[src/rtl/instr_fetch_unit.sv]
// instr_fetch_unit
//   Sequential instruction fetch feeding a 2-entry queue toward decode.
//   Fetch runs from RESET_PC in 4-byte steps until fpc reaches IMEM_BYTES, then
//   halts. A redirect flushes the queue and restarts fetch at a word-aligned
//   target, including from the halted state.
// Ports
//   clk, reset          rising-edge clock, async active-high reset
//   imem_pc/imem_instr  combinational instruction memory read (imem_pc = fpc)
//   redirect_valid/_pc  one-cycle redirect request and its target
//   dec_ready           decode accepts the head entry this cycle
//   if_valid/_instr/_pc queue head presented to decode (zeros when empty)
//   halted              fetch stopped at IMEM_BYTES and the queue is drained
module instr_fetch_unit #(
    parameter logic [63:0] RESET_PC   = 64'h0,
    parameter int          IMEM_BYTES = 32
) (
    input  logic        clk,
    input  logic        reset,
    output logic [63:0] imem_pc,
    input  logic [31:0] imem_instr,
    input  logic        redirect_valid,
    input  logic [63:0] redirect_pc,
    input  logic        dec_ready,
    output logic        if_valid,
    output logic [31:0] if_instr,
    output logic [63:0] if_pc,
    output logic        halted
);
    localparam logic [63:0] IMEM_END = 64'(IMEM_BYTES);

    typedef enum logic [1:0] {S_IDLE, S_FETCH, S_HALT} state_t;

    state_t      state_q, state_d;
    logic [63:0] fpc_q, fpc_d;
    logic [1:0]  count_q, count_d;
    logic [63:0] pc0_q, pc0_d, pc1_q, pc1_d;
    logic [31:0] ins0_q, ins0_d, ins1_q, ins1_d;
    logic        if_valid_q, if_valid_d;
    logic        halted_q, halted_d;

    logic at_end, pop, push;

    // The end-of-memory check looks at fpc before any push, so the word at
    // IMEM_BYTES is never fetched.
    assign at_end = (fpc_q >= IMEM_END);
    assign pop    = if_valid_q && dec_ready && !redirect_valid;
    assign push   = !redirect_valid && (state_q == S_FETCH) && !at_end &&
                    ((count_q != 2'd2) || pop);

    // State register
    always_ff @(posedge clk or posedge reset) begin
        if (reset) state_q <= S_IDLE;
        else       state_q <= state_d;
    end

    // Next-state logic
    always_comb begin
        state_d = state_q;
        if (redirect_valid) begin
            state_d = S_FETCH;
        end else begin
            case (state_q)
                S_IDLE:  state_d = S_FETCH;
                S_FETCH: if (at_end) state_d = S_HALT;
                S_HALT:  state_d = S_HALT;
                default: state_d = S_IDLE;
            endcase
        end
    end

    // Datapath / output next values
    always_comb begin
        fpc_d   = fpc_q;
        count_d = count_q;
        pc0_d   = pc0_q;
        ins0_d  = ins0_q;
        pc1_d   = pc1_q;
        ins1_d  = ins1_q;
        if (redirect_valid) begin
            // Flush: whatever sits at the head is dropped even if decode was ready.
            fpc_d   = {redirect_pc[63:2], 2'b00};
            count_d = 2'd0;
            pc0_d   = '0;
            ins0_d  = '0;
            pc1_d   = '0;
            ins1_d  = '0;
        end else begin
            if (push) fpc_d = fpc_q + 64'd4;
            case ({push, pop})
                2'b01: begin
                    pc0_d   = pc1_q;
                    ins0_d  = ins1_q;
                    pc1_d   = '0;
                    ins1_d  = '0;
                    count_d = count_q - 2'd1;
                end
                2'b10: begin
                    if (count_q == 2'd0) begin
                        pc0_d  = fpc_q;
                        ins0_d = imem_instr;
                    end else begin
                        pc1_d  = fpc_q;
                        ins1_d = imem_instr;
                    end
                    count_d = count_q + 2'd1;
                end
                2'b11: begin
                    if (count_q == 2'd1) begin
                        pc0_d  = fpc_q;
                        ins0_d = imem_instr;
                    end else begin
                        pc0_d  = pc1_q;
                        ins0_d = ins1_q;
                        pc1_d  = fpc_q;
                        ins1_d = imem_instr;
                    end
                end
                default: ;
            endcase
        end
        if_valid_d = (count_d != 2'd0);
        halted_d   = (state_d == S_HALT) && (count_d == 2'd0);
    end

    always_ff @(posedge clk or posedge reset) begin
        if (reset) begin
            fpc_q      <= RESET_PC;
            count_q    <= 2'd0;
            pc0_q      <= '0;
            ins0_q     <= '0;
            pc1_q      <= '0;
            ins1_q     <= '0;
            if_valid_q <= 1'b0;
            halted_q   <= 1'b0;
        end else begin
            fpc_q      <= fpc_d;
            count_q    <= count_d;
            pc0_q      <= pc0_d;
            ins0_q     <= ins0_d;
            pc1_q      <= pc1_d;
            ins1_q     <= ins1_d;
            if_valid_q <= if_valid_d;
            halted_q   <= halted_d;
        end
    end

    assign imem_pc  = fpc_q;
    assign if_valid = if_valid_q;
    assign if_instr = ins0_q;
    assign if_pc    = pc0_q;
    assign halted   = halted_q;

endmodule

[config.mk]
export PLATFORM = sky130hd
export DESIGN_NAME = instr_fetch_unit
export DESIGN_NICKNAME = d
export VERILOG_FILES = /design/src/rtl/instr_fetch_unit.sv
export SDC_FILE = /design/constraint.sdc
export NUM_CORES = 1
export LEC_CHECK = 0
export CORE_ASPECT_RATIO = 2
export CORE_MARGIN = 3
export CORE_UTILIZATION = 40
export DETAILED_ROUTE_END_ITERATION = 7
export MAX_ROUTING_LAYER = met4
export PLACE_DENSITY = 0.75
export SLEW_MARGIN = 20
export SYNTH_ARGS = -nofsm -noshare
export SYNTH_HDL_FRONTEND = slang
export SYNTH_SLANG_ARGS = --single-unit
[constraint.sdc]
create_clock -name clk -period 16 [get_ports clk]
set_input_delay 3.2 -clock clk [delete_from_list [all_inputs] [get_ports clk]]
set_output_delay 3.2 -clock clk [all_outputs]
set_load 0.05 [all_outputs]
# Word-level counts from Yosys, hierarchy flattened
# Index checks and enable logic that the tools add are counted.
# op_classes
addsub	3
n_lt_le_gt_ge	1
n_eq_ne	11
n_mux	23
n_reduce_logical	17
# op_table
cell	n
64-bit 2-to-1 mux	8
64-bit one-hot mux with 3 select lines	2
32-bit 2-to-1 mux	6
32-bit one-hot mux with 3 select lines	2
64-bit by 3-bit adder with 64-bit output (second input constant)	1
64-bit by 6-bit >= comparator with 1-bit output (second input constant)	1
3-bit inequality test (second input constant)	3
2-bit equality test (second input constant)	4
2-bit by 1-bit equality test with 1-bit output (second input constant)	3
1-bit logical AND	6
2-bit logical NOT	3
2-bit 2-to-1 mux	3
2-bit one-hot mux with 3 select lines	1
2-bit one-hot mux with 2 select lines	1
2-bit nonzero test	2
4-bit nonzero test	1
3-bit AND reduction	1
2-bit by 1-bit adder with 2-bit output (second input constant)	1
1-bit logical NOT	2
2-bit inequality test (second input constant)	1
2-bit AND reduction	1
2-bit by 1-bit subtractor with 2-bit output (second input constant)	1
1-bit logical OR	1
# totals
ff_bits	262
in_bits	100
out_inout_bits	162
word_cells	64

# Depth between registers and ports, before layout
# Gate-level depths: netlist of the first run.
# depth
word_depth	9
depth_mapped	8
ltp_nobuf	6

# Worst setup path before layout of the first run
# Ideal clock, no wire load.
# synth_path
path_type	input-to-reg
start	input redirect_valid
end	register pc1_q[2]
t_arrival_ps	4787
t_required_ps	15873
setup_slack_ps	11086
path_stages	7
n_path_buf	1
cell_sequence	nor3b_1 -> nand4_1 -> or4_4 -> o31ai_4 -> a21oi_2 -> buf_6 -> mux2_1
# synth_between
elab_chain_len	7
elab_cells_between_ends	15
classes_between	5 x eq/ne; 2 x mux; 8 x reduce/logical
# synth_lines
item	line	rtl
start, declared	21	input logic redirect_valid,
1-bit logical NOT	46, 47	
1-bit logical AND, on equally long branches	47, 46	
1-bit logical AND or 1-bit logical OR (tied branches)	47, 48	
1-bit logical AND	47	assign push = !redirect_valid && (state_q == S_FETCH) && !at_end &&
2-bit equality test or 2-bit by 1-bit equality test with 1-bit output (tied branches)	89	case ({push, pop})
3-bit inequality test (no source line), or another cell as far along	--	
3-bit AND reduction (no source line) or 64-bit 2-to-1 mux (tied branches)	--	
end signal, assigned	140	pc1_q <= pc1_d;
end, declared	36	logic [63:0] pc0_q, pc0_d, pc1_q, pc1_d;
# Parallel ways exist; a longest one is shown, timed or not.
# A chain may end at the register's enable or synchronous reset.

# Worst setup path after layout of the first run
# layout_path
start	input redirect_valid
end	register ins1_q[24]
# layout_between
elab_chain_len	7
elab_cells_between_ends	15
classes_between	5 x eq/ne; 2 x mux; 8 x reduce/logical
# layout_lines
item	line	rtl
1-bit logical NOT	46, 47	
1-bit logical AND, on equally long branches	47, 46	
1-bit logical AND or 1-bit logical OR (tied branches)	47, 48	
1-bit logical AND	47	
2-bit equality test or 2-bit by 1-bit equality test with 1-bit output (tied branches)	89	
3-bit inequality test (no source line), or another cell as far along	--	
3-bit AND reduction (no source line) or 32-bit 2-to-1 mux (tied branches)	--	
end signal, assigned	141	ins1_q <= ins1_d;
end, declared	37	logic [31:0] ins0_q, ins0_d, ins1_q, ins1_d;
# Parallel ways exist; a longest one is shown, timed or not.

==> results of run 1 <==
[worst paths after layout]
check | slack [ns] | cells after the start | end | start
max in group asynchronous | 10.76 | 4 | if_pc[1]$_DFFE_PP0P_ | reset
setup reg to reg | 12.04 | 7 | ins1_q[24]$_DFFE_PP0P_ | imem_pc[39]$_DFFE_PP0N_
hold reg to reg | 0.48 | 1 | if_pc[10]$_DFFE_PP0P_ | pc1_q[10]$_DFFE_PP0P_
hold / removal | 0.48 | 1 | if_pc[10]$_DFFE_PP0P_ | pc1_q[10]$_DFFE_PP0P_
setup / recovery | 10.03 | 8 | ins1_q[24]$_DFFE_PP0P_ | redirect_valid
min in group asynchronous | 3.18 | 2 | if_instr[26]$_DFFE_PP0P_ | reset
[layout by cell type (no fill, tap or decap), drive strengths merged, types with 2 or more instances in the layout]
cell,netlist,routed
clkinvlp,0,2
buf,20,11
nand3,40,40
conb,1,2
nor2b,2,2
a22o,60,60
a311oi,36,36
clkbuf,41,31
and2,62,62
inv,42,45
dfrtp,258,258
nand2,75,75
mux2,60,60
mux2i,36,36
nor3,3,3
nor3b,2,2
diode,0,2
nand4,4,4
clkinv,0,4
nor2,39,39
o21ai,5,5
a21oi,2,2
clkdlybuf4s50,0,256
ha,5,5
nor4,16,16
[sequential cells by signal, indices dropped and copies added, names as in the netlist]
| register | flops |
|---|---|
| imem_pc | 62 |
| if_instr | 32 |
| ins1_q | 32 |
| if_valid | 1 |
| count_q | 2 |
| if_pc | 63 |
| pc1_q | 63 |
| halted | 1 |
| state_q | 2 |
[layout make-up]
type / instances / area (um^2) / share of cell area [%]
repair buffers: 267 / 2650 / 19.2
well taps: 336 / 420 / 3.05
diodes: 2 / 5.00 / 0.0363
multi-input cells: 461 / 3360 / 24.3
inverters: 42 / 165 / 1.20
flip-flops and latches: 258 / 6460 / 46.8
clock inverters: 10 / 110 / 0.798
clock buffers: 31 / 636 / 4.61
[Yosys cell counts (4+ instances only)]
cell	instances
clkbuf_1	41
buf_2	7
nand2_1	75
o21ai_0	5
ha_1	5
buf_4	6
mux2i_1	36
buf_6	4
a311oi_1	36
nand3_1	40
dfrtp_1	258
nor4_2	5
nor4_1	10
nor2_1	39
a22o_1	60
inv_1	42
and2_1	62
mux2_2	59
[power by group through the flow]
stage | clock network [mW] | logic [mW] | registers [mW]
finish | 0.550 | 0.268 | 0.701
global route | 0.590 | 0.283 | 0.704
CTS | 0.565 | 0.271 | 0.701
detailed placement | 0 | 0.270 | 0.713
global placement | 0 | 0.268 | 0.712
floorplan | 0 | 0.0777 | 0.800
[logic make-up (layout without fill, tap and decap cells)]
group / count (synthesis) / after routing / synth area share, %
AOI/OAI and AO/OA: 109 / 109 / 9.19
xor gates and xnor gates: 2 / 2 / 0.171
adders and majority gates: 5 / 5 / 0.612
buffers and inverters: 103 / 350 / 4.38
DFF: 258 / 258 / 63.1
muxes: 96 / 96 / 10.1
other: 1 / 4 / 0.0367
and+or+nand+nor: 247 / 247 / 12.4
[routing by layer]
layer	wire length [um]	track usage (%)	up-vias
met1	9690	21.6	3594
li1	-	-	3298
met4	996	8.38	0
met3	1080	2.36	55
met2	13900	32.6	225
met5	0	-	-
[worst max-delay path, delay by kind of cell]
kind | cells | cell delay, ns
and+or+nand+nor | 4 | 1.11
buffers and inverters | 2 | 0.96
AOI/OAI and AO/OA | 1 | 0.83
muxes | 1 | 0.26
[through the flow]
stage / power, mW / cells / worst slack [ns]
after floorplan: 0.878 / 822 / 5.70
after global placement: 0.980 / 1364 / 9.50
after detailed placement: 0.984 / 1364 / 9.43
after CTS: 1.54 / 1405 / 9.97
after global routing: 1.58 / 1407 / 9.76
final: 1.52 / 1407 / 10.03
==> flow_metrics.py, run 1 <==
metrics = {
    "run": {
        "maxCapViolations": 0,
    },
    "timing": {
        "worst_pin_slew_ns": 1.00,
        "fin_hold_ws_ns": 0.482,
        "tns_ns": 0,
        "fin_crit_sh_pct": 37.3,
        "slew_viol_final": 0,
        "rsz0062_at_grt": "false",
        "slew_headroom_pct": 33.0,
        "finalHoldViolCount": 0,
        "min_period_ns": 5.97,
        "setup_violations": 0,
        "fmax_mhz": 168,
        "clock_skew_ns": 0.0182,
    },
    "logic_synthesis": {
        "synth_edf_count": 0,
        "synth-seq-area-share_pct": 63.1,
        "synth_area_leaders": "dfrtp_1, mux2_2, a22o_1",
        "yosys.area.top_type": "dfrtp_1",
        "yosys_warnings": 0,
        "syn_area_um2": 10200,
        "synth_seq_cells": 258,
        "syn_avg_cell_area_um2": 12.5,
        "async_reset_ff_share_pct": 100,
        "synth_top_area_share_pct": 63.1,
        "synth.distinct_cells": 41,
        "syn_inst": 821,
        "ys.flop_type": "dfrtp_1",
    },
    "floorplanning": {
        "die_area_um2": 27600,
        "start_util_pct": 40.7,
        "row_count": 82,
        "pin_count": 262,
        "die_w_um": 119,
        "die_y_um": 232,
        "core_um2": 25100,
    },
    "setup_path": {
        "cp_common_cell": "buf_4",
        "crit_type": "in2reg",
        "arrival_ns": 6.41,
        "worstPathRequired_ns": 16.44,
        "path_cells": "buf_4, nor3b_1, nand4_1, nor4_4, nand3_1, a21oi_4, buf_4, mux2i_1",
        "path_max_fanout": 75,
        "crit_path_top_delay_cell": "a21oi_4",
        "critPathCaptureType": "flip-flop",
        "cpPeakStageDelay_ns": 0.83,
        "cp-start-kind": "primary input",
    },
    "placed_design": {
        "place.gp.congestion": 0.817,
        "placedInstanceArea_um2": 13000,
        "numPortBuffers": 257,
        "dp_hpwl_mm": 17.3,
    },
    "grt": {
        "grt_pass1_wl_mm": 40.5,
        "grtUsageTotal_pct": 18.8,
        "grt_max_degree": 107,
        "grt_pass1_vias": 7352,
        "antenna_found_initial": 2,
        "grt.overflow.total": 0,
    },
    "finish": {
        "area_growth_pct": 34.9,
        "fill_cells": 2121,
        "post-route-cell-area_um2": 13800,
        "final_layout_size_suffix_gt1_share_pct": 11.3,
        "final_nets": 1158,
        "fin_util_pct": 54.9,
    },
    "cts": {
        "cts_sinks": 258,
        "cts_setup_buffers": 0,
        "cts_tree": "yes",
        "clockBufferDepth": 3,
        "cts_hold_buf": 0,
        "htree_levels": 1,
        "clkLatencyLatePin_ns": 0.53,
        "numCtsBuffers": 23,
        "root_buffer": "clkbuf_16",
        "ctsResizeCount": 0,
        "clk_pin_slew_ns": 0.07,
    },
    "detailed_routing": {
        "vias": 7172,
        "postRouteAntennaNets": 0,
        "drc": 0,
        "wl_per_cell_um": 18.3,
        "finalWirelength_mm": 25.7,
        "viasPerCell": 5.10,
        "first_pass_iters": 4,
        "dr.first_iter.drc_count": 421,
    },
    "power": {
        "power_frac_comb_pct": 17.6,
        "p_per_area_nw_per_um2": 110,
        "p_seq_share_pct": 46.2,
        "ir_worst_vdd_mv": 0.0997,
        "internal_power_mw": 1.08,
        "power.switching_uw": 443,
        "p_clk_share_pct": 36.2,
        "swShare_pct": 29.2,
        "power_leakage_nw": 5.89,
    },
    "min_path": {
        "hold_path.class": "reg2reg",
    },
    "outcome": {
        "status": "finished, final reports clean",
    },
}
Note: power is estimated with default switching activity, not from simulation.
==> run 2, diff against run 1 <==
==> constraint.sdc (replaced) <==
create_clock -name clk -period 5.8 [get_ports clk]
set_input_delay 1.16 -clock clk [delete_from_list [all_inputs] [get_ports clk]]
set_output_delay 1.16 -clock clk [all_outputs]
set_load 0.05 [all_outputs]
==> flow_metrics.py, run 2 (synthesis gave the netlist of run 1 again) <==
metrics = {
    "detailed_routing": {
        "dr.first_iter.drc_count": 380,
        "viasPerCell": 5.08,
        "drc": 0,
        "wl_per_cell_um": 18.3,
        "first_pass_iters": 5,
        "postRouteAntennaNets": 0,
        "finalWirelength_mm": 25.8,
        "vias": 7165,
    },
    "grt": {
        "antenna_found_initial": 2,
        "grt.overflow.total": 0,
        "grt_pass1_vias": 7495,
        "grt_pass1_wl_mm": 40.9,
        "grtUsageTotal_pct": 19.0,
        "grt_max_degree": 160,
    },
    "setup_path": {
        "cp_common_cell": "buf_4",
        "cp-startpoint": "redirect_valid",
        "crit_path_top_delay_cell": "and2_2",
        "cp-start-kind": "primary input",
        "path_max_fanout": 35,
        "arrival_ns": 3.80,
        "path_cells": "buf_4, nor3b_1, nand4_1, nor4_2, and2_2, buf_4, nand3_1, a311oi_1",
        "cpPeakStageDelay_ns": 0.72,
        "critPathCaptureType": "flip-flop",
        "crit_type": "in2reg",
        "r2r_start": "imem_pc[38]$_DFFE_PP0N_",
        "worstPathRequired_ns": 6.21,
    },
    "placed_design": {
        "place_inst": 1367,
        "dp_hpwl_mm": 17.5,
        "numPortBuffers": 257,
        "place.gp.congestion": 0.790,
    },
    "finish": {
        "layout_commonest_cell": "dfrtp_1",
        "final_layout_size_suffix_gt1_share_pct": 11.6,
        "final_cell_mix": "dfrtp_1, clkdlybuf4s50_1, nand2_1, and2_1, a22o_1",
        "area_growth_pct": 35.4,
        "final_nets": 1161,
        "stdcell_count": 1411,
    },
    "floorplanning": {
        "die_area_um2": 27600,
        "pin_count": 262,
        "start_util_pct": 40.7,
        "core_um2": 25100,
        "die_y_um": 232,
        "die_w_um": 119,
        "row_count": 82,
    },
    "cts": {
        "clk_pin_slew_ns": 0.07,
        "clkLatencyLatePin_ns": 0.52,
        "htree_levels": 1,
        "ctsResizeCount": 0,
        "cts_setup_buffers": 0,
        "root_buffer": "clkbuf_16",
        "cts_sinks": 258,
        "clockBufferDepth": 3,
        "numCtsBuffers": 23,
        "cts_tree": "yes",
        "cts_hold_buf": 0,
    },
    "timing": {
        "slew_viol_final": 0,
        "fmax_mhz": 295,
        "clock_skew_ns": 0.0107,
        "tns_ns": 0,
        "setup_violations": 0,
        "finalHoldViolCount": 0,
        "slew_headroom_pct": 39.1,
        "rsz0062_at_grt": "false",
        "fin_crit_sh_pct": 58.4,
        "worst_pin_slew_ns": 0.914,
        "min_period_ns": 3.39,
    },
    "run": {
        "maxCapViolations": 0,
    },
    "power": {
        "power_leakage_nw": 5.92,
        "p_per_area_nw_per_um2": 306,
        "ir_worst_vdd_mv": 0.256,
    },
    "min_path": {
        "hold_path.class": "reg2reg",
        "holdCritStartpoint": "pc1_q[25]$_DFFE_PP0P_",
    },
    "outcome": {
        "status": "finished, final reports clean",
    },
}
run 2: final timing paths:
path	to	depth (start not counted)	slack [ns]
setup / recovery	if_instr[12]$_DFFE_PP0P_	8	2.41
hold / removal	if_pc[25]$_DFFE_PP0P_	1	0.48
setup reg to reg	if_instr[12]$_DFFE_PP0P_	7	2.43
hold reg to reg	if_pc[25]$_DFFE_PP0P_	1	0.48
max in group asynchronous	imem_pc[23]$_DFFE_PP0N_	4	3.45
min in group asynchronous	pc1_q[43]$_DFFE_PP0P_	3	1.17
run 2: area by class of cell:
class	count	area, um^2
antenna	2	5.00
clock buffer	31	626
clock inverter	11	144
fill	2129	11300
inverter	42	161
multi-input combinational	461	3360
sequential	258	6460
tap	336	420
timing repair buffer	270	2680
run 2: through the flow:
stage	util, %	power (mW)	instance area [um^2]	hold WS (ns)	setup WS (ns)
final	55.1	4.25	13900	0.479	2.41
after detailed placement	52.0	2.72	13100	0.471	1.83
after global routing	55.1	4.42	13900	0.497	2.04
after global placement	52.0	2.71	13100	0.469	1.93
after floorplan	-	2.42	10200	0.454	1.24
after CTS	55.1	4.30	13800	0.487	2.30
run 2: report_power, final:
group	total [mW]	switching (mW)	internal [mW]
registers	1.93	0.0600	1.87
clock network	1.57	0.672	0.898
logic	0.742	0.477	0.265
total	4.25	1.21	3.04
run 2: per-layer routing:
metal  wire length (um)  track usage, %  part of all wire [%]
met1              10100            21.9                    39
met2              13700            32.6                    53
met3                982            2.36                   3.8
met4                994            8.96                   3.8
met5                  0               -                     0
run 2: worst max-delay path: cells and delay by family:
kind / cells / cell delay (ns)
AO/OA/AOI/OAI: 1 / 0.30
buffers and inverters: 2 / 0.55
AND/OR/NAND/NOR: 5 / 1.74
==> run 3, diff against run 2 <==
--- a/config.mk
+++ b/config.mk
@@ -10,7 +10,7 @@
 export CORE_UTILIZATION = 40
 export DETAILED_ROUTE_END_ITERATION = 7
 export MAX_ROUTING_LAYER = met4
-export PLACE_DENSITY = 0.75
+export PLACE_DENSITY = 0.78
 export SLEW_MARGIN = 20
 export SYNTH_ARGS = -nofsm -noshare
 export SYNTH_HDL_FRONTEND = slang
==> constraint.sdc (replaced) <==
create_clock -name clk -period 2.7 [get_ports clk]
set_input_delay 0.54 -clock clk [delete_from_list [all_inputs] [get_ports clk]]
set_output_delay 0.54 -clock clk [all_outputs]
set_load 0.05 [all_outputs]
==> flow_metrics.py, run 3 (synthesis gave the netlist of run 1 again) <==
metrics = {
    "timing": {
        "finalWorstSetupSlack_ns": 0.0326,
        "slew_headroom_pct": 50.8,
        "slew_viol_final": 0,
        "worst_pin_slew_ns": 0.737,
        "fin_hold_ws_ns": 0.257,
        "clock_skew_ns": 0.0265,
        "min_period_ns": 2.67,
        "finalHoldViolCount": 0,
        "fmax_mhz": 375,
        "setup_violations": 0,
        "fin_crit_sh_pct": 98.8,
        "rsz0062_at_grt": "true",
    },
    "floorplanning": {
        "die_y_um": 232,
        "pin_count": 262,
        "start_util_pct": 40.7,
        "die_w_um": 119,
        "core_um2": 25100,
        "row_count": 82,
        "die_area_um2": 27600,
    },
    "setup_path": {
        "crit_type": "reg2reg",
        "worstPathRequired_ns": 3.11,
        "cp-start-kind": "flip-flop",
        "critPathCaptureType": "flip-flop",
        "arrival_ns": 3.07,
        "path_max_fanout": 24,
    },
    "power": {
        "ir_worst_vdd_mv": 0.622,
        "p_seq_share_pct": 45.1,
        "power_leakage_nw": 6.09,
        "swShare_pct": 28.8,
        "p_clk_share_pct": 36.7,
        "p_per_area_nw_per_um2": 647,
        "internal_power_mw": 6.58,
        "power_frac_comb_pct": 18.1,
        "power.switching_mw": 2.66,
    },
    "grt": {
        "grt_pass1_wl_mm": 41.8,
        "grt.overflow.total": 0,
        "antenna_found_initial": 1,
        "grt_pass1_vias": 7624,
        "grtUsageTotal_pct": 19.3,
        "grt_max_degree": 98,
    },
    "cts": {
        "clk_pin_slew_ns": 0.07,
        "clkLatencyLatePin_ns": 0.54,
        "cts_hold_buf": 0,
        "htree_levels": 1,
        "cts_sinks": 258,
        "cts_tree": "yes",
        "root_buffer": "clkbuf_16",
        "clockBufferDepth": 3,
        "numCtsBuffers": 23,
    },
    "run": {
        "maxCapViolations": 0,
    },
    "detailed_routing": {
        "vias": 7363,
        "postRouteAntennaNets": 0,
        "first_pass_iters": 4,
        "finalWirelength_mm": 26.4,
        "wl_per_cell_um": 18.5,
        "dr.first_iter.drc_count": 368,
        "viasPerCell": 5.15,
        "drc": 0,
    },
    "finish": {
        "final_nets": 1182,
        "final_layout_size_suffix_gt1_share_pct": 14.1,
        "fin_util_pct": 56.8,
        "layout_commonest_cell": "dfrtp_1",
        "area_growth_pct": 39.5,
        "stdcell_count": 1431,
        "final_cell_mix": "dfrtp_1, clkdlybuf4s50_1, nand2_1, and2_1, a22o_1",
    },
    "placed_design": {
        "place_inst": 1380,
        "place.gp.congestion": 0.830,
        "numPortBuffers": 257,
        "dp_hpwl_mm": 18.0,
        "dp_slack_ns": -0.00333,
    },
    "outcome": {
        "status": "finished, final reports clean",
    },
    "min_path": {
        "hold_path.class": "in2async",
    },
}
## run 3: final timing paths
path | from | endpoint | slack (ns) | cells after the start
max in group asynchronous | reset | imem_pc[51]$_DFFE_PP0N_ | 1.55 | 4
min | reset | if_instr[23]$_DFFE_PP0P_ | 0.26 | 2
max reg2reg | imem_pc[49]$_DFFE_PP0N_ | pc1_q[17]$_DFFE_PP0P_ | 0.03 | 9
min in group clk | pc1_q[37]$_DFFE_PP0P_ | if_pc[37]$_DFFE_PP0P_ | 0.48 | 1
max | imem_pc[49]$_DFFE_PP0N_ | pc1_q[17]$_DFFE_PP0P_ | 0.03 | 9
min reg2reg | pc1_q[37]$_DFFE_PP0P_ | if_pc[37]$_DFFE_PP0P_ | 0.48 | 1
## run 3: power by group through the flow
stage | combinational, mW | clock, mW | sequential [mW]
after floorplan | 0.461 | 0 | 4.74
after global placement | 1.64 | 0 | 4.22
after detailed placement | 1.66 | 0 | 4.22
after CTS | 1.67 | 3.49 | 4.16
after global routing | 1.77 | 3.62 | 4.19
final | 1.68 | 3.39 | 4.17
## run 3: cell type report
| type | instances | area [um^2] |
|---|---|---|
| Fill cell | 2065 | 10900 |
| Sequential cell | 258 | 6460 |
| Multi-Input combinational cell | 461 | 3450 |
| Timing Repair Buffer | 291 | 3000 |
| Clock buffer | 34 | 667 |
| Tap cell | 336 | 420 |
| Inverter | 42 | 161 |
| Clock inverter | 8 | 114 |
| Antenna cell | 1 | 2.50 |
## run 3: repair_timing
| action | in CTS | in global routing |
|---|---|---|
| setup endpoints to repair | 34 | 101 |
| buffers inserted | 0 | 7 |
| pin swaps | 1 | 3 |
| resized for setup | 4 | 12 |
| cloned | 0 | 1 |
| hold endpoints to repair | 0 | 0 |
## run 3: per-stage QoR
step / instance area, um^2 / TNS [ns] / total power, mW
2_1_floorplan: 10200 / -319.82 / 5.20
3_3_place_gp: 13300 / 0 / 5.85
3_5_place_dp: 13300 / -0.00644 / 5.88
4_1_cts: 14100 / 0 / 9.31
5_1_grt: 14300 / -0.386 / 9.58
6_report: 14300 / 0 / 9.24
## run 3: layer usage
layer	track usage (%)	routed length (um)	vias to the layer above
met3	2.58	1090	73
met4	8.56	1150	0
met5	-	0	-
li1	-	-	3349
met1	22.4	9970	3708
met2	33.2	14200	233
## run 3: critical path: stages, from the launching register on
cell       delay [ns]
dfrtp_1          0.41
nor4_2           0.33
nand4_1          0.21
buf_6            0.19
or4_4            0.54
o31ai_4          0.22
a21oi_4          0.14
buf_4            0.18
clkbuf_16        0.17
and2_1           0.16
